--- src/rtl/mips_ctrl_pkg.sv ---
// Shared encodings for the MIPS execution controller: FSM states and mode-switch values.
package mips_ctrl_pkg;

    typedef enum logic [1:0] {
        S_HALT = 2'd0,
        S_STEP = 2'd1,
        S_RUN  = 2'd2,
        S_BRK  = 2'd3
    } state_e;

    typedef enum logic [1:0] {
        MODE_HALT = 2'd0,
        MODE_STEP = 2'd1,
        MODE_RUN  = 2'd2,
        MODE_FAST = 2'd3
    } mode_e;

    // Both free-running modes share the S_RUN state.
    function automatic logic is_free_mode(input mode_e m);
        return (m == MODE_RUN) || (m == MODE_FAST);
    endfunction

endpackage

--- src/rtl/step_debounce.sv ---
// Push-button debouncer: 2-FF synchronizer, stable-count filter and a one-cycle pulse
// on each debounced rising edge.
module step_debounce #(
    parameter int unsigned DEB_CYCLES = 500_000
) (
    input  logic clk_i,
    input  logic reset_i,
    input  logic btn_i,
    output logic press_o
);

    localparam int unsigned CW = $clog2(DEB_CYCLES + 1);

    logic          sync1_q, sync_q;
    logic          level_q, level_d;
    logic          press_q, press_d;
    logic [CW-1:0] cnt_q, cnt_d;

    always_comb begin
        level_d = level_q;
        press_d = 1'b0;
        cnt_d   = '0;
        // Any cycle where the input agrees with the level restarts the count.
        if (sync_q != level_q) begin
            if (cnt_q == CW'(DEB_CYCLES - 1)) begin
                level_d = sync_q;
                press_d = sync_q;
            end else begin
                cnt_d = cnt_q + 1'b1;
            end
        end
    end

    always_ff @(posedge clk_i) begin
        if (reset_i) begin
            sync1_q <= 1'b0;
            sync_q  <= 1'b0;
            level_q <= 1'b0;
            press_q <= 1'b0;
            cnt_q   <= '0;
        end else begin
            sync1_q <= btn_i;
            sync_q  <= sync1_q;
            level_q <= level_d;
            press_q <= press_d;
            cnt_q   <= cnt_d;
        end
    end

    assign press_o = press_q;

endmodule

--- src/rtl/mips_step_ctrl.sv ---
// Execution controller for the MIPS core: issues one-cycle clock enables in halt,
// single-step, prescaled-run or full-rate mode, with a sticky break state.
module mips_step_ctrl
    import mips_ctrl_pkg::*;
#(
    parameter int unsigned TICK_DIV   = 50_000_000,
    parameter int unsigned DEB_CYCLES = 500_000,
    parameter int unsigned CNT_W      = 16
) (
    input  logic             clk_i,
    input  logic             reset_i,
    input  logic [1:0]       mode_i,
    input  logic             step_btn_i,
    input  logic             brk_i,
    output logic             cpu_en_o,
    output logic [1:0]       state_o,
    output logic [CNT_W-1:0] instr_cnt_o,
    output logic             tick_o
);

    localparam int unsigned   PW         = $clog2(TICK_DIV);
    localparam logic [PW-1:0] PRESC_LAST = PW'(TICK_DIV - 1);

    logic [1:0]       mode_meta_q;
    mode_e            mode_s_q;
    state_e           state_q, state_d;
    logic             cpu_en_q, cpu_en_d;
    logic             tick_q, tick_d;
    logic [PW-1:0]    presc_q, presc_d;
    logic [CNT_W-1:0] cnt_q, cnt_d;
    logic             press;

    step_debounce #(
        .DEB_CYCLES(DEB_CYCLES)
    ) u_step_debounce (
        .clk_i  (clk_i),
        .reset_i(reset_i),
        .btn_i  (step_btn_i),
        .press_o(press)
    );

    always_comb begin
        state_d = state_q;
        unique case (state_q)
            S_HALT: begin
                if (mode_s_q == MODE_STEP)   state_d = S_STEP;
                else if (is_free_mode(mode_s_q)) state_d = S_RUN;
            end
            S_STEP, S_RUN: begin
                if (brk_i)                       state_d = S_BRK;
                else if (mode_s_q == MODE_HALT)  state_d = S_HALT;
                else if (mode_s_q == MODE_STEP)  state_d = S_STEP;
                else                             state_d = S_RUN;
            end
            S_BRK: begin
                if (mode_s_q == MODE_HALT) state_d = S_HALT;
            end
            default: state_d = S_HALT;
        endcase

        // A sampled break suppresses any enable, even a coinciding press or tick.
        cpu_en_d = 1'b0;
        if (!brk_i) begin
            if (state_q == S_STEP) begin
                cpu_en_d = press;
            end else if (state_q == S_RUN) begin
                cpu_en_d = (mode_s_q == MODE_FAST) || ((mode_s_q == MODE_RUN) && tick_q);
            end
        end

        tick_d  = (state_q == S_RUN) && (presc_q == PRESC_LAST);
        presc_d = '0;
        if ((state_q == S_RUN) && (state_d == S_RUN) && (presc_q != PRESC_LAST)) begin
            presc_d = presc_q + 1'b1;
        end

        cnt_d = cnt_q + CNT_W'(cpu_en_q);
    end

    always_ff @(posedge clk_i) begin
        if (reset_i) begin
            mode_meta_q <= 2'b00;
            mode_s_q    <= MODE_HALT;
            state_q     <= S_HALT;
            cpu_en_q    <= 1'b0;
            tick_q      <= 1'b0;
            presc_q     <= '0;
            cnt_q       <= '0;
        end else begin
            mode_meta_q <= mode_i;
            mode_s_q    <= mode_e'(mode_meta_q);
            state_q     <= state_d;
            cpu_en_q    <= cpu_en_d;
            tick_q      <= tick_d;
            presc_q     <= presc_d;
            cnt_q       <= cnt_d;
        end
    end

    assign cpu_en_o    = cpu_en_q;
    assign state_o     = state_q;
    assign instr_cnt_o = cnt_q;
    assign tick_o      = tick_q;

endmodule

--- config.mk ---
export PLATFORM = sky130hd
export DESIGN_NAME = mips_step_ctrl
export DESIGN_NICKNAME = d
export VERILOG_FILES = /design/src/rtl/mips_ctrl_pkg.sv /design/src/rtl/step_debounce.sv /design/src/rtl/mips_step_ctrl.sv
export SDC_FILE = /design/constraint.sdc
export NUM_CORES = 1
export LEC_CHECK = 0
export ABC_AREA = 1
export CAP_MARGIN = 20
export CORE_MARGIN = 1.5
export CORE_UTILIZATION = 36
export DETAILED_ROUTE_END_ITERATION = 12
export MAX_ROUTING_LAYER = met4
export PLACE_DENSITY_LB_ADDON = 0.1
export SLEW_MARGIN = 30
export SYNTH_ARGS = -nofsm -noshare
export SYNTH_HDL_FRONTEND = slang
export SYNTH_HIERARCHICAL = 1
export SYNTH_SLANG_ARGS = --single-unit
--- constraint.sdc ---
create_clock -name clk_i -period 2.64 [get_ports clk_i]
set_clock_uncertainty 0.15 [all_clocks]
set_input_delay 0.396 -clock clk_i [delete_from_list [all_inputs] [get_ports clk_i]]
set_output_delay 0.396 -clock clk_i [all_outputs]
set_load 0.02 [all_outputs]
Word level (Yosys, flattened, before mapping)
Index checks and enable logic that the tools add are counted.
- shift operators: 0
- div/mod/pow operators: 0
- multiplexer cells: 9
- $add $sub $neg: 3
- $mul: 0
- $lt $le $gt $ge: 0
- reductions and logical operators: 14
- bitwise operators: 3
- equality and inequality tests: 11
- operator list (cell ; count):
    26-bit by 1-bit adder with 26-bit output, second input constant ; 1
    26-bit == test, second input constant ; 1
    26-bit inequality test, second input constant ; 1
    19-bit by 1-bit adder with 19-bit output, second input constant ; 1
    19-bit == test, second input constant ; 1
    16-bit by 1-bit adder with 16-bit output ; 1
    2-bit 2-to-1 mux ; 6
    2-bit == test, second input constant ; 5
    2-bit one-hot mux with 3 select lines ; 1
    2-bit OR reduction ; 3
    3-bit OR reduction ; 2
    2-bit by 1-bit == test with 1-bit output, second input constant ; 2
    1-bit logical AND ; 4
    2-bit zero test ; 2
    1-bit NOT ; 3
    1-bit logical OR ; 2
    1-bit 2-to-1 mux ; 2
    2-bit AND reduction ; 1
    1-bit inequality test ; 1
- bits in writable memories: 0
- ROM bits: 0
- bits of input ports: 6
- bits in registers: 73
- bits in latches: 0
- memories: 0
- word-level logic and storage cells: 52
- output and inout bits: 20

Longest topological paths before layout
- depth in word-level cells: 10
- mapped depth: 11
- mapped depth without buffers: 11

Modules after synthesis
The synthesis kept the hierarchy.
- by module, submodules not included (module ; seq. area each (µm²) ; instances ; cells an instance ; area each (µm²)):
    mips_step_ctrl ; 1001.0 ; 1 ; 385 ; 2627.5
    step_debounce ; 460.4 ; 1 ; 178 ; 1174.9

Least setup slack after synthesis
No wires, ideal clock.
- path kind: flip-flop to flip-flop
- from: reg state_q[0], in the netlist state_o[0]
- to: reg presc_q[10]
- required time: 2.373 ns
- cell stages (with the launch flop): 10
- path slack: 0.854 ns
- path buffers: 1
- setup time: 0.117 ns
- arrival: 1.520 ns
- clock period less this slack: 1.786 ns
- cell sequence: dfxtp_1 > inv_1 > ha_1 > o21ai_0 > nand2_1 > nand2_1 > nand2_1 > nand4_4 > buf_6 > nor2_2
- longest elaborated chain between the ends: 8
- elaborated cells between the ends (all ways): 14
- classes of those cells: 4 x eq/ne; 4 x mux; 1 x bitwise; 5 x reduce/logical
- RTL lines (what ; line ; text):
    start, declared ; mips_step_ctrl.sv:26 ; state_e state_q, state_d;
    start signal, assigned ; mips_step_ctrl.sv:92 ; state_q <= state_d;
    2-bit by 1-bit == test with 1-bit output (tied with other cells) ; mips_step_ctrl.sv:44 ; unique case (state_q)
    2-bit OR reduction / 2-bit 2-to-1 mux (equally long branches) ; mips_step_ctrl.sv:44, mips_step_ctrl.sv:46 ;
    2-bit one-hot mux with 3 select lines ; mips_step_ctrl.sv:44 ;
    2-bit == test ; mips_step_ctrl.sv:73 ; if ((state_q == S_RUN) && (state_d == S_RUN) && (presc_q != PRESC_LAST)) begin
    1-bit logical AND (*) (2 in a row) ; mips_step_ctrl.sv:73 ;
    1-bit NOT (no source line) (*) ; n/a ;
    2-bit OR reduction (no source line) (*) ; n/a ;
    end signal, assigned ; mips_step_ctrl.sv:95 ; presc_q <= presc_d;
    end, declared ; mips_step_ctrl.sv:29 ; logic [PW-1:0] presc_q, presc_d;
Every way passes the cells marked *; elsewhere a longest branch is shown, timed or not.
A chain may end at the register's enable or synchronous reset.

Worst setup path in the final report
- from: reg state_q[1], in the netlist state_o[1]
- to: out state_o[1]
- RTL lines (what ; line ; text):
    end, declared ; mips_step_ctrl.sv:16 ; output logic [1:0] state_o,
No word-level cell between the ends.

==> results.py <==
metrics = {
    "sta": {
        "clock.fmax_mhz": 504,
        "fin_crit_sh_pct": 75.1,
        "hold_viol_final": 0,
        "post-route-min-period_ps": 1980,
        "rsz0062_at_grt": "false",
        "slew_headroom_pct": 63.3,
        "tns_ps": 0,
        "final.setup.worst_slack_ps": 658,
        "maxSlewViolCount": 0,
        "tightest_slew_ps": 546,
        "finalSetupViolCount": 0,
    },
    "floorplan": {
        "die-area_sq_um": 11200,
        "rows": 37,
        "initial_utilization_pct": 37.0,
        "core-area_sq_um": 10300,
        "dieHeight_um": 106,
        "die_x_um": 106,
        "num_io_pins": 26,
    },
    "setup_path": {
        "worstSetupPathType": "flip-flop to output port",
        "cp-start-kind": "flip-flop",
        "crit_slowest_cell": "clkdlybuf4s50_1",
        "cp-end-kind": "output port",
        "required_ps": 2090,
        "cp.buffers_inverters": 1,
        "critical_path.top_delay_family": "buffers and inverters",
        "path_cells": "clkdlybuf4s50_1",
        "crit_path_max_incr_delay_ps": 660,
        "cp_data_arrival_time_ps": 1440,
        "cp_max_fo": 6,
    },
    "power": {
        "power_density_nw_per_um2": 503,
        "p_leak_nw": 1.57,
        "ir_drop_v": 0.000208,
    },
    "final_layout": {
        "fin_area_sq_um": 4400,
        "fin_nets": 609,
        "num_antenna_cells": 0,
        "n_fill_cell": 1107,
        "syn2layout_area_growth_pct": 15.8,
        "final_layout_size_suffix_gt1_share_pct": 10.5,
        "fin_util_pct": 42.9,
    },
    "placed_design": {
        "pre_cts_ws_ps": 513,
        "hpwl_um": 5690,
        "place_area_sq_um": 4190,
        "gp_congestion": 0.839,
        "port_buffers": 25,
    },
    "synth": {
        "synth_cell_types": 29,
        "ys_top_cells_by_area": "dfxtp_1 38%, nand2_1 13%, nor2_1 11%",
        "synth_ff_type": "dfxtp_1",
        "synth_area_leader_cell": "dfxtp_1",
        "syn_nets": 577,
        "yosysTopAreaCellShare_pct": 38.4,
        "ys_ff_latch": 73,
        "synthTopCellsByCount": "136 x nand2_1, 109 x nor2_1, 81 x inv_1, 73 x dfxtp_1, 33 x nand3_1",
        "syn-cell-area_sq_um": 3800,
        "synth-seq-area-share_pct": 38.4,
        "yosysMostFrequentCell": "nand2_1",
        "async_reset_ff_share_pct": 0,
        "ys_warn_count": 6,
        "synth-edff-count": 0,
        "avgSynthCellArea_sq_um": 6.75,
        "synthCells": 563,
    },
    "global_route": {
        "grt_antenna_before_repair": 0,
        "grt_max_degree": 25,
        "grt_pass1_wl_um": 13400,
        "grt-ovfl-total": 0,
        "grt_use_total_pct": 15.4,
        "grt_pass1_vias": 2993,
    },
    "clock_network": {
        "path_clk_slew_ps": 80,
        "cts_hold_repair.buffers": 0,
        "clk_latency_ps": 350,
        "h-tree-depth": 3,
        "post_cts_resize_count": 0,
        "cts_sinks": 73,
        "cts_root_buffer": "clkbuf_8",
        "cts_tree": "built",
        "post-cts-setup-buffer-count": 0,
        "clk_path_buf_depth": 2,
        "cts_made_buffers": 9,
    },
    "drt": {
        "ant_nets": 0,
        "via_per_inst": 4.46,
        "routed_wirelength_um": 7720,
        "first_iter_violations": 102,
        "vias": 3282,
        "drtPass1Iterations": 5,
        "drt-wirelength-per-cell_um": 10.5,
        "drc": 0,
    },
    "run_status": {
        "status": "finished clean",
    },
    "flow_run": {
        "maxCapViolations": 0,
    },
    "hold_path": {
        "min_path_type": "flip-flop to flip-flop",
    },
}
[where the power goes]
part,total [mW],leakage (nW),internal [mW],switching (mW)
combinational,0.147,0.879,0.0580,0.0887
sequential,1.13,0.589,1.11,0.0138
clock,0.943,0.105,0.512,0.431
[kinds of logic (layout without fill, tap and decap cells)]
logic type / Yosys count / count (layout) / share of synthesized area (%)
AOI/OAI and AO/OA: 28 / 28 / 4.21
buffers and inverters: 88 / 125 / 9.28
and+or+nand+nor: 344 / 344 / 40.3
adders and majority gates: 8 / 8 / 2.63
xor gates and xnor gates: 21 / 21 / 4.84
muxes: 1 / 1 / 0.263
DFF: 73 / 73 / 38.4
[flip-flops by register name (all words and copies together) (netlist names), 2 cells and up]
signal and count:
u_step_debounce/cnt_q 19, state_o 2, presc_q 26, mode_s_q 2, mode_meta_q 2, instr_cnt_o 16
[cell usage in the layout (no fill, tap or decap), types with 13 or more instances in the layout]
cell type and count:
nand2_1 136, nor2_1 109, inv_1 81, dfxtp_1 73, nand3_1 33, clkdlybuf4s50_1 25, nor2_2 24, xor2_1 14
a21oi_1 13
[metrics by stage]
| step | std cells | hold WS, ps | power (mW) |
|---|---|---|---|
| after detailed placement | 720 | 243 | 1.30 |
| final | 736 | 254 | 2.22 |
| after floorplan | 563 | 238 | 1.26 |
| after CTS | 736 | 254 | 2.27 |
| after global routing | 736 | 267 | 2.32 |
| after global placement | 720 | 243 | 1.30 |
[final timing paths]
check | from | endpoint | slack (ps) | cells past startpoint
max | state_o[1] | state_o[1] | 660 | 1
min reg2reg | mode_meta_q[0] | mode_s_q[0] | 250 | 2
min | mode_meta_q[0] | mode_s_q[0] | 250 | 2
max reg2reg | state_o[1] | presc_q[18] | 680 | 8
[metal layers]
metal	track usage, %	wire (um)
met1	20.1	4000
met3	3.46	295
met4	7.24	113
met2	22.6	3310
met5	-	0
[layout make-up]
type / instances / area, sq um / area share, %
tap: 136 / 170 / 3.86
multi-input combinational: 402 / 1990 / 45.1
sequential: 73 / 1460 / 33.2
timing repair buffer: 26 / 258 / 5.85
inverter: 83 / 312 / 7.07
clock buffer: 12 / 165 / 3.75
clock inverter: 4 / 50.0 / 1.14
Power figures use the tool's default switching activity.
